$ cat src/rtl/cla_seq_adder_if.sv
// Operand/result handshake bundle for cla_seq_adder: operands with valid/ready in,
// result with valid/ready out. WIDTH must match the adder instance it connects to.
interface cla_seq_adder_if #(
    parameter int WIDTH = 16
);
    logic             in_valid;
    logic             in_ready;
    logic [WIDTH-1:0] a;
    logic [WIDTH-1:0] b;
    logic             cin;
    logic             out_valid;
    logic             out_ready;
    logic [WIDTH-1:0] sum;
    logic             cout;
    logic             ovf;

    modport master (
        output in_valid, a, b, cin, out_ready,
        input  in_ready, out_valid, sum, cout, ovf
    );

    modport slave (
        input  in_valid, a, b, cin, out_ready,
        output in_ready, out_valid, sum, cout, ovf
    );
endinterface

$ cat src/rtl/cla_seq_adder.sv
// Wide adder streaming operands one nibble per cycle through a single 4-bit CLA slice.
// Latency: result valid WIDTH/4 edges after accept; throughput one result per WIDTH/4+1 cycles.
// Backpressure: result held in DONE until out_ready; new operands accepted on the consuming edge.
module cla_seq_adder #(
    parameter int WIDTH = 16
) (
    input logic           clk,
    input logic           rst_n,
    cla_seq_adder_if.slave bus
);
    localparam int N    = WIDTH / 4;
    localparam int IDXW = (N > 1) ? $clog2(N) : 1;
    localparam logic [IDXW-1:0] LAST = IDXW'(N - 1);

    typedef enum logic [1:0] {IDLE, CALC, DONE} state_t;

    state_t            state;
    state_t            state_nxt;
    logic [WIDTH-1:0]  op_a;
    logic [WIDTH-1:0]  op_b;
    logic [WIDTH-1:0]  sum_q;
    logic              carry;
    logic              cout_q;
    logic              ovf_q;
    logic [IDXW-1:0]   idx;
    logic              ready_c;
    logic              valid_c;
    logic              accept;

    logic [3:0] na, nb, p, g, s;
    logic       c1, c2, c3, c4;

    // 4-bit lookahead slice on the current nibble
    always_comb begin
        na = op_a[{idx, 2'b00} +: 4];
        nb = op_b[{idx, 2'b00} +: 4];
        p  = na ^ nb;
        g  = na & nb;
        c1 = g[0] | (p[0] & carry);
        c2 = g[1] | (p[1] & g[0]) | (p[1] & p[0] & carry);
        c3 = g[2] | (p[2] & g[1]) | (p[2] & p[1] & g[0]) | (p[2] & p[1] & p[0] & carry);
        c4 = g[3] | (p[3] & g[2]) | (p[3] & p[2] & g[1]) | (p[3] & p[2] & p[1] & g[0])
           | (p[3] & p[2] & p[1] & p[0] & carry);
        s  = p ^ {c3, c2, c1, carry};
    end

    always_comb begin
        state_nxt = state;
        ready_c   = 1'b0;
        valid_c   = 1'b0;
        case (state)
            IDLE: ready_c = rst_n;
            CALC: if (idx == LAST) state_nxt = DONE;
            DONE: begin
                valid_c = 1'b1;
                ready_c = rst_n & bus.out_ready;
                if (bus.out_ready) state_nxt = IDLE;
            end
            default: state_nxt = IDLE;
        endcase
        accept = bus.in_valid & ready_c;
        if (accept) state_nxt = CALC;
    end

    always_ff @(posedge clk) begin
        if (!rst_n) state <= IDLE;
        else        state <= state_nxt;
    end

    always_ff @(posedge clk) begin
        if (!rst_n) begin
            op_a   <= '0;
            op_b   <= '0;
            sum_q  <= '0;
            carry  <= 1'b0;
            cout_q <= 1'b0;
            ovf_q  <= 1'b0;
            idx    <= '0;
        end else if (accept) begin
            op_a  <= bus.a;
            op_b  <= bus.b;
            carry <= bus.cin;
            idx   <= '0;
        end else if (state == CALC) begin
            sum_q[{idx, 2'b00} +: 4] <= s;
            carry <= c4;
            if (idx == LAST) begin
                cout_q <= c4;
                ovf_q  <= c3 ^ c4;
            end else begin
                idx <= idx + 1'b1;
            end
        end
    end

    assign bus.in_ready  = ready_c;
    assign bus.out_valid = valid_c;
    assign bus.sum       = sum_q;
    assign bus.cout      = cout_q;
    assign bus.ovf       = ovf_q;
endmodule

$ cat src/flat_wrapper.sv
// flat-port wrapper written by rule: the top's interface ports become plain ports
module cla_seq_adder_flat 
#(
    parameter int WIDTH = 16
)
  (clk, rst_n, bus_in_valid, bus_a, bus_b, bus_cin, bus_out_ready, bus_in_ready, bus_out_valid, bus_sum, bus_cout, bus_ovf);
  cla_seq_adder_if #(.WIDTH(WIDTH)) bus_i ();
  input logic clk;
  input logic rst_n;
  input wire logic [$bits(bus_i.in_valid)-1:0] bus_in_valid;
  input wire logic [$bits(bus_i.a)-1:0] bus_a;
  input wire logic [$bits(bus_i.b)-1:0] bus_b;
  input wire logic [$bits(bus_i.cin)-1:0] bus_cin;
  input wire logic [$bits(bus_i.out_ready)-1:0] bus_out_ready;
  output wire logic [$bits(bus_i.in_ready)-1:0] bus_in_ready;
  output wire logic [$bits(bus_i.out_valid)-1:0] bus_out_valid;
  output wire logic [$bits(bus_i.sum)-1:0] bus_sum;
  output wire logic [$bits(bus_i.cout)-1:0] bus_cout;
  output wire logic [$bits(bus_i.ovf)-1:0] bus_ovf;
  assign bus_i.in_valid = bus_in_valid;
  assign bus_i.a = bus_a;
  assign bus_i.b = bus_b;
  assign bus_i.cin = bus_cin;
  assign bus_i.out_ready = bus_out_ready;
  assign bus_in_ready = bus_i.in_ready;
  assign bus_out_valid = bus_i.out_valid;
  assign bus_sum = bus_i.sum;
  assign bus_cout = bus_i.cout;
  assign bus_ovf = bus_i.ovf;
  cla_seq_adder #(.WIDTH(WIDTH)) u_core (.clk(clk), .rst_n(rst_n), .bus(bus_i));
endmodule
$ cat config.mk
export PLATFORM = sky130hd
export DESIGN_NAME = cla_seq_adder_flat
export DESIGN_NICKNAME = d
export VERILOG_FILES = /design/src/rtl/cla_seq_adder_if.sv /design/src/rtl/cla_seq_adder.sv /design/src/flat_wrapper.sv
export SDC_FILE = /design/constraint.sdc
export NUM_CORES = 1
export LEC_CHECK = 0
export CORE_UTILIZATION = 51
export DETAILED_ROUTE_END_ITERATION = 10
export PLACE_DENSITY_LB_ADDON = 0.25
export SYNTH_ARGS = -nofsm -noshare
export SYNTH_HDL_FRONTEND = slang
export SYNTH_SLANG_ARGS = --single-unit
$ cat constraint.sdc
create_clock -name clk -period 3 [get_ports clk]
set_input_delay 0.45 -clock clk [delete_from_list [all_inputs] [get_ports clk]]
set_output_delay 0.45 -clock clk [all_outputs]
set_load 0.02 [all_outputs]
Word level (Yosys, flattened, before mapping)
Cells that the tools add are included.
- flip-flop bits (word level): 55
- output and inout bits: 20
- add/subtract/negate cells: 2
- equality and inequality tests: 8
- shift operators: 4
- multiplexer cells: 9
- bitwise gates (word level): 36
- reduce and logical (&&, ||, !) cells: 8
- operators with widths (cell ; number):
    16-bit by 5-bit indexed part select with 4-bit output ; 2
    1-bit bitwise AND ; 18
    16-bit bitwise mux ; 1
    4-bit by 6-bit variable shift with 16-bit output, first input constant ; 1
    4-bit by 6-bit indexed part select with 16-bit output ; 1
    1-bit OR ; 10
    3-bit AND reduction ; 3
    4-bit bitwise XOR ; 2
    4-bit negator with 6-bit output ; 1
    2-bit one-hot mux with 3 select lines ; 1
    4-bit bitwise AND ; 1
    2-bit equality test, second input constant ; 2
    1-bit 2-to-1 mux ; 4
    2-bit 2-to-1 mux ; 2
    2-bit by 1-bit inequality test with 1-bit output, second input constant ; 2
    1-bit NOT ; 4
    2-bit AND reduction ; 2
    3-bit by 1-bit inequality test with 1-bit output, second input constant ; 1
    3-bit by 2-bit inequality test with 1-bit output, second input constant ; 1
    2-bit by 1-bit adder with 2-bit output, second input constant ; 1
    2-bit by 1-bit equality test with 1-bit output, second input constant ; 1
    2-bit logical NOT ; 1
    2-bit inequality test, second input constant ; 1
    1-bit one-hot mux with 2 select lines ; 1
    3 further kinds ; 3

Depth between registers and ports, before layout
Gate-level depths: netlist of run 1.
- depth after elaboration: 9
- gate-level depth with buffers: 7
- gate-level depth less buffers: 6

Worst setup path after synthesis of run 1
OpenSTA, ideal clock, no wires.
- kind: reg-to-reg
- start: register u_core.idx[0]
- end: register u_core.sum_q[11] (netlist: u_core.bus.sum[11])
- setup time: 128 ps
- arrival time: 2359 ps
- required time: 2872 ps
- slack: 512 ps
- cell stages (with the launch flop): 8
- buffers on the path: 1
- period minus slack after synthesis: 2488 ps
- cell sequence: dfxtp_1 buf_4 mux4_2 ha_1 a211oi_1 o21bai_2 xnor2_1 o21ai_0
- cells in the longest elaborated chain, start to end: 9
- elaborated cells on any way between the ends: 24
- RTL lines (element ; line ; RTL):
    start: declaration ; cla_seq_adder.sv:25 ; logic [IDXW-1:0] idx;
    start signal: assignment ; cla_seq_adder.sv:91 ; idx <= idx + 1'b1;
    16-bit by 5-bit indexed part select with 4-bit output (on tied branches) ; cla_seq_adder.sv:35, cla_seq_adder.sv:36 ;
    4-bit bitwise XOR / 4-bit bitwise AND (equally long branches) ; cla_seq_adder.sv:37, cla_seq_adder.sv:38 ;
    1-bit bitwise AND ; cla_seq_adder.sv:41 ; c3 = g[2] | (p[2] & g[1]) | (p[2] & p[1] & g[0]) | (p[2] & p[1] & p[0] & carry);
    1-bit OR / 1-bit bitwise AND (equally long branches) (2 in a row) ; cla_seq_adder.sv:41 ;
    1-bit OR ; cla_seq_adder.sv:41 ;
    4-bit bitwise XOR ; cla_seq_adder.sv:44 ; s = p ^ {c3, c2, c1, carry};
    4-bit by 6-bit indexed part select with 16-bit output ; cla_seq_adder.sv:85 ; sum_q[{idx, 2'b00} +: 4] <= s;
    16-bit bitwise mux * ; cla_seq_adder.sv:85 ;
    end signal: indexed assignment ; cla_seq_adder.sv:85 ;
    end: declaration ; cla_seq_adder.sv:21 ; logic [WIDTH-1:0] sum_q;
Mark *: on every way between the ends. The rest lies on a longest branch, timed or not.
A chain may end at the register's enable or synchronous reset.

Worst setup path after layout of run 1
- start: register u_core.idx[0]
- end: register u_core.sum_q[3] (netlist: u_core.bus.sum[3])
The elaborated chain is that of the path after synthesis.

==> results of run 1 <==
cells in the final DEF (no fill, tap or decap), types with 3 or more instances in the layout:
cell / Yosys / routed
a21oi_1: 4 / 4
nand2_1: 79 / 79
buf_4: 3 / 5
ha_1: 11 / 11
a22oi_1: 8 / 8
a211oi_1: 3 / 3
nand3_1: 7 / 7
clkbuf_8: 0 / 5
a21boi_2: 28 / 28
nor2b_1: 10 / 10
mux4_2: 8 / 8
clkdlybuf4s50_1: 0 / 56
o21ai_0: 11 / 11
dfxtp_1: 55 / 55
nor2_1: 7 / 7
power by group through the flow:
stage                     sequential [mW]  combinational (mW)  clock (mW)
final                               0.773               0.208       0.568
after floorplan                     0.785               0.133           0
after CTS                           0.773               0.210       0.580
after global placement              0.790               0.204           0
after detailed placement            0.790               0.209           0
after global routing                0.776               0.229       0.604
final timing paths:
check,from,to,slack [ns],cells past startpoint
min reg2reg,u_core.op_b[11],u_core.op_b[11],0.46,2
max,u_core.idx[0],u_core.bus.sum[3],0.47,6
max reg2reg,u_core.idx[0],u_core.bus.sum[3],0.47,6
min,u_core.op_b[11],u_core.op_b[11],0.46,2
synth_stat cells (2+ instances only):
cell       number  area [um2]
a21oi_1         4        20.0
xnor2_1         2        17.5
o21ai_0        11        55.1
nor2b_1        10        62.6
nor4_4          2        42.5
nand3_1         7        35.0
buf_4           3        22.5
a21boi_1        2        15.0
buf_8           3        45.0
a21boi_0        2        15.0
mux4_2          8         180
a211oi_1        3        22.5
nand4bb_1       2        22.5
nand2_1        79         297
clkbuf_1        6        22.5
dfxtp_1        55        1100
inv_1           2        7.51
ha_1           11         138
a22oi_1         8        60.1
buf_2           4        20.0
nor2_1          7        26.3
nand2b_1        2        12.5
a21boi_2       28         315
cell type report:
type                       count  share of cell area
multi-input combinational    206               0.438
sequential                    55               0.318
timing repair buffer          62               0.179
tap                           70              0.0253
clock buffer                   6              0.0210
clock inverter                 2              0.0173
inverter                       2             0.00217
through the flow:
stage | util | cell area, um2 | hold slack, ns | worst slack [ns] | power, mW
after global routing | 0.678 | 3460 | 0.481 | 0.256 | 1.61
after floorplan | - | 2720 | 0.432 | 0.512 | 0.918
final | 0.678 | 3460 | 0.463 | 0.466 | 1.55
after detailed placement | 0.652 | 3330 | 0.451 | 0.435 | 1.00
after CTS | 0.678 | 3460 | 0.464 | 0.410 | 1.56
after global placement | 0.652 | 3330 | 0.445 | 0.482 | 0.994
layer usage:
metal | track usage | vias up | part of all wire
li1 | - | 1064 | -
met1 | 0.277 | 942 | 0.43
met2 | 0.366 | 59 | 0.50
met3 | 0.0455 | 13 | 0.051
met4 | 0.0818 | 0 | 0.020
met5 | 0 | - | 0
state kept, by name (all words and copies together), names as in the netlist:
| name | flops |
|---|---|
| u_core.bus.sum | 16 |
| u_core.op_a | 16 |
| u_core.op_b | 16 |
| u_core.idx | 2 |
| u_core.state | 2 |
| u_core.bus.cout | 1 |
| u_core.bus.ovf | 1 |
| u_core.carry | 1 |
worst min-delay path, stage by stage, from the launching register on:
cell,delay [ns]
dfxtp_1,0.32
nand2_1,0.05
a21boi_1,0.05
cells by family after synthesis:
kind of cell,synth area share
buffers and inverters,0.0433
AO/OA/AOI/OAI,0.202
XOR/XNOR,0.00967
multiplexers,0.0699
AND/OR/NAND/NOR,0.212
flip-flops,0.405
adder cells (fa/ha/maj),0.0580
==> impl_results.md, run 1 <==
* Max-slew headroom at 0.683
* Final period utilization at 0.845
* Avg Cell Area, Syn at 9.75 um2
* Setup TNS at 0 ns
* Worst-skew pair later-pin latency at 0.31 ns
* Post-Route WL at 5470 um
* GPL Wtd Cong at 0.798
* Number of antenna diodes at 0
* Cts repair resizes at 0
* DIE WIDTH at 75.0 um
* Max-cap check violation count at 0
* Buf+Inv Stages, Crit Path at 0
* RSZ-0062 raised after global routing: no
* Clock Sinks at 55
* Part of the power in combinational logic at 0.134
* Post-CTS Setup Bufs at 0
* Leak at 1.19 nW
* Cell family with most CP delay: flip-flops
* I/O Buffers at 56
* Row cnt at 26
* Drt pass-1 iters at 4
* Gr usage total at 0.218
* Status: complete, no violations
* CTS tree: done
* Psw at 0.349 mW
* Worst min-delay path class: reg -> reg
* Max stage delay on crit path at 0.61 ns
* Core ar. at 5110 um2
* Area Overhead vs Synth at 27.3%
* DRT iter0 DRCs at 112
* Post-synthesis sequential area ratio at 0.405
* Synthesis-stage register bit count at 55
* HPWL after detailed placement at 4170 um
* Die Ht at 75.0 um
* First-pass GRT wire length at 9250 um
* Largest net degree at the start of global routing at 33
* CTS root buf: clkbuf_8
* CP Launch Type: register
* Fmax achieved at 395 MHz
* CP max stage cell: dfxtp_1
* Post-layout net count at 381
* WP data arrival at 2.72 ns
* Remaining global-route overflow at 0
* Cell Count, Final, Fillers Out at 403
* Crit path time final at 2.53 ns
* Initial antenna violation count at 0
* Final setup vio count at 0
* Fraction of layout cells with a size suffix above 1 at 0.171
* Die area at 5630 um2
* EDFF count, synth at 0
* Via total after detailed routing at 2078
* Routed len/inst at 13.6 um
* Clock Skew at 0.00837 ns
* Mapped Area at 2720 um2
* Critical Path End Type: register
* Reg clk slew, reported paths at 0.10 ns
* CTS HTree Levels at 2
* Switch share at 0.225
* Final-layout fill cell count at 427
* Register area at 1100 um2
* Yosys warns at 0
* Ys flop type: dfxtp_1
* CTS buffer count at 5
* Synth Instances at 279
* Crit path kind: reg -> reg
* Worst slew pin tran at 0.475 ns
* Area of the multi-input gates at 1520 um2
* Max clock buf depth at 2
* Register share of total power at 0.499
* Async set-or-reset flop fraction in the synthesized netlist at 0
* Placed cells at 395
* Vias in the first global route at 2009
* Critical Path RT at 3.19 ns
* Clock power frac at 0.367
* Worst Path Max Fanout at 8
* PD cells at 447 nW/um2
* Via density at 5.16
* DRC at 0
* Cts hold-fix bufs at 0
* Pint at 1.20 mW
* Final hold vios at 0
* Mapped Nets at 328
* Final Max Tran Viols at 0
* # IOs at 57
* Synth cell types at 41
* ANT nets after route at 0
* Peak supply drop at 257 uV
* Crit-path cells: mux4_2 > ha_1 > a211oi_1 > o21bai_2 > xnor2_1 > o21ai_0
* Initial core utilization at 0.532
Note: power is estimated with default switching activity, not from simulation.
==> inputs of run 2 (changes only) <==
CORE_UTILIZATION = 46   (was 51)
clock period = 2.25 ns   (was 3 ns; I/O delays follow)
==> impl_results.md, run 2 (synthesized netlist as in run 1, its figures left out) <==
* Most frequent cells in the layout: nand2_1, clkdlybuf4s50_1, dfxtp_1
* Max clock buf depth at 2 (unchanged)
* Final Max Tran Viols at 0 (unchanged)
* Post-layout util at 0.629 (-0.0489)
* HPWL after detailed placement at 4040 um (-3.3%)
* DRC at 0 (unchanged)
* CTS HTree Levels at 2 (unchanged)
* Largest net degree at the start of global routing at 35 (+6.1%)
* Final period utilization at 0.960 (+0.116)
* Pre-CTS setup slack at 0.00328 ns (-0.432 ns)
* Peak supply drop at 418 uV (+63%)
* ANT nets after route at 0 (unchanged)
* Worst min-delay path class: reg -> reg
* Clock Skew at 0.00368 ns (-0.00469 ns)
* Worst slew pin tran at 0.446 ns (-0.0287 ns)
* Final-layout fill cell count at 521 (+22%)
* Cts hold-fix bufs at 0 (unchanged)
* Fraction of layout cells with a size suffix above 1 at 0.206 (+0.0347)
* CTS tree: done
* # IOs at 57 (unchanged)
* Core ar. at 5610 um2 (+9.8%)
* First-pass GRT wire length at 9140 um (-1.1%)
* Area Overhead vs Synth at 29.7%
* Remaining global-route overflow at 0 (unchanged)
* DRT iter0 DRCs at 82 (-27%)
* Crit path time final at 2.16 ns (-0.373 ns)
* Gr usage total at 0.190 (-0.0283)
* Max stage delay on crit path at 0.53 ns (-0.08 ns)
* Vias in the first global route at 1986 (-1.1%)
* Hold_ws at 0.460 ns (-0.00276 ns)
* Status: complete, no violations
* Leak at 1.22 nW (+2.4%)
* Number of antenna diodes at 0 (unchanged)
* PD cells at 543 nW/um2 (+21%)
* Final setup vio count at 0 (unchanged)
* Cells on worst reg2reg path at 7 (+1)
* Row cnt at 27 (+3.8%)
* WP data arrival at 2.37 ns (-0.35 ns)
* Via total after detailed routing at 2118 (+1.9%)
* RSZ-0062 raised after global routing: yes
* Die Ht at 78.9 um (+5.2%)
* Final hold vios at 0 (unchanged)
* Fmax achieved at 463 MHz (+17%)
* DIE WIDTH at 78.9 um (+5.2%)
* Die area at 6220 um2 (+11%)
* Final setup margin at 0.0897 ns (-0.377 ns)
* CTS buffer count at 5 (unchanged)
* Worst Path Max Fanout at 6 (-2)
* Critical Path RT at 2.46 ns (-0.73 ns)
* Clock Sinks at 55 (unchanged)
* Worst-skew pair later-pin latency at 0.31 ns (about the same)
* GPL Wtd Cong at 0.774 (-3.0%)
* CTS root buf: clkbuf_8
* Routed len/inst at 13.3 um (-2.4%)
* Initial antenna violation count at 0 (unchanged)
* CP Launch Type: register
* CP max stage cell: mux4_2
* Initial core utilization at 0.485 (-0.0475)
* I/O Buffers at 56 (unchanged)
* Post-Route WL at 5460 um (-0.22%)
* Max-cap check violation count at 0 (unchanged)
* Hold Crit Depth at 2 (unchanged)
* Commonest non-fill, non-tap cell in the layout: nand2_1
* Crit path kind: reg -> reg
* Max-slew headroom at 0.700 (+0.0165)
* Post-layout net count at 389 (+2.1%)
* Via density at 5.14 (-0.30%)
* Crit-path cells: buf_6 > mux4_2 > ha_4 > o21ai_2 > o21bai_2 > mux2i_1 > a21oi_1
* Reg clk slew, reported paths at 0.09 ns (about the same)
* Drt pass-1 iters at 4 (unchanged)
* Setup TNS at 0 ns (unchanged)
* Critical Path End Type: register
[run 2: cell types whose count changed in the layout (fill, tap and decap cells not counted), moves of 2 or more]
cell / before / now
buf_4: 5 / 12
bufinv_16: 2 / 0
o21ai_1: 1 / 4
o21ai_0: 11 / 7
dfxtp_1: 55 / 53
[run 2: area by class of cell]
class	instances	area, um2	share of cell area
well taps	72	90.1	0.0255
clock buffers	7	97.6	0.0277
inverters	2	7.51	0.00213
repair buffers	70	682	0.193
multi-input cells	206	1540	0.438
flip-flops and latches	55	1110	0.314
[run 2: what timing repair did]
action,CTS,global route
pin swaps,1,2
setup buffers,5,0
setup endpoints to repair,3,13
endpoints found under the hold margin,0,0
gates resized for setup,0,10
cloned,0,0
[run 2: layer usage]
layer	up-vias	routed length, um	global-route usage	share of wire
li1	1075	-	-	-
met1	979	2520	0.237	0.46
met2	55	2620	0.322	0.48
met3	9	211	0.0368	0.039
met4	0	112	0.0764	0.021
met5	-	0	0	0
[run 2: worst paths after layout]
kind | start | end | slack, ns
max | u_core.idx[0] | u_core.bus.ovf | 0.09
min | u_core.op_b[12] | u_core.op_b[12] | 0.46
max reg2reg | u_core.idx[0] | u_core.bus.ovf | 0.09
min reg2reg | u_core.op_b[12] | u_core.op_b[12] | 0.46
[run 2: power by group]
group,total (mW),leakage (nW),switching (mW),internal [mW]
clock,0.591,0.0495,0.309,0.282
combinational,0.295,0.723,0.132,0.162
sequential,1.03,0.448,0.0236,1.01
[run 2: critical path: cells and delay by family, from the launching register on]
family / cells / cell delay (ns)
flops: 1 / 0.41
compound gates: 3 / 0.46
mux: 2 / 0.77
buf+inv: 1 / 0.13
fa+ha+maj: 1 / 0.29
[run 2: through the flow]
step / instance area [um2] / std cells / power (mW)
floorplan: 2740 / 279 / 1.23
global placement: 3370 / 400 / 1.33
detailed placement: 3370 / 400 / 1.34
CTS: 3500 / 412 / 1.93
global route: 3530 / 412 / 1.99
finish: 3530 / 412 / 1.92
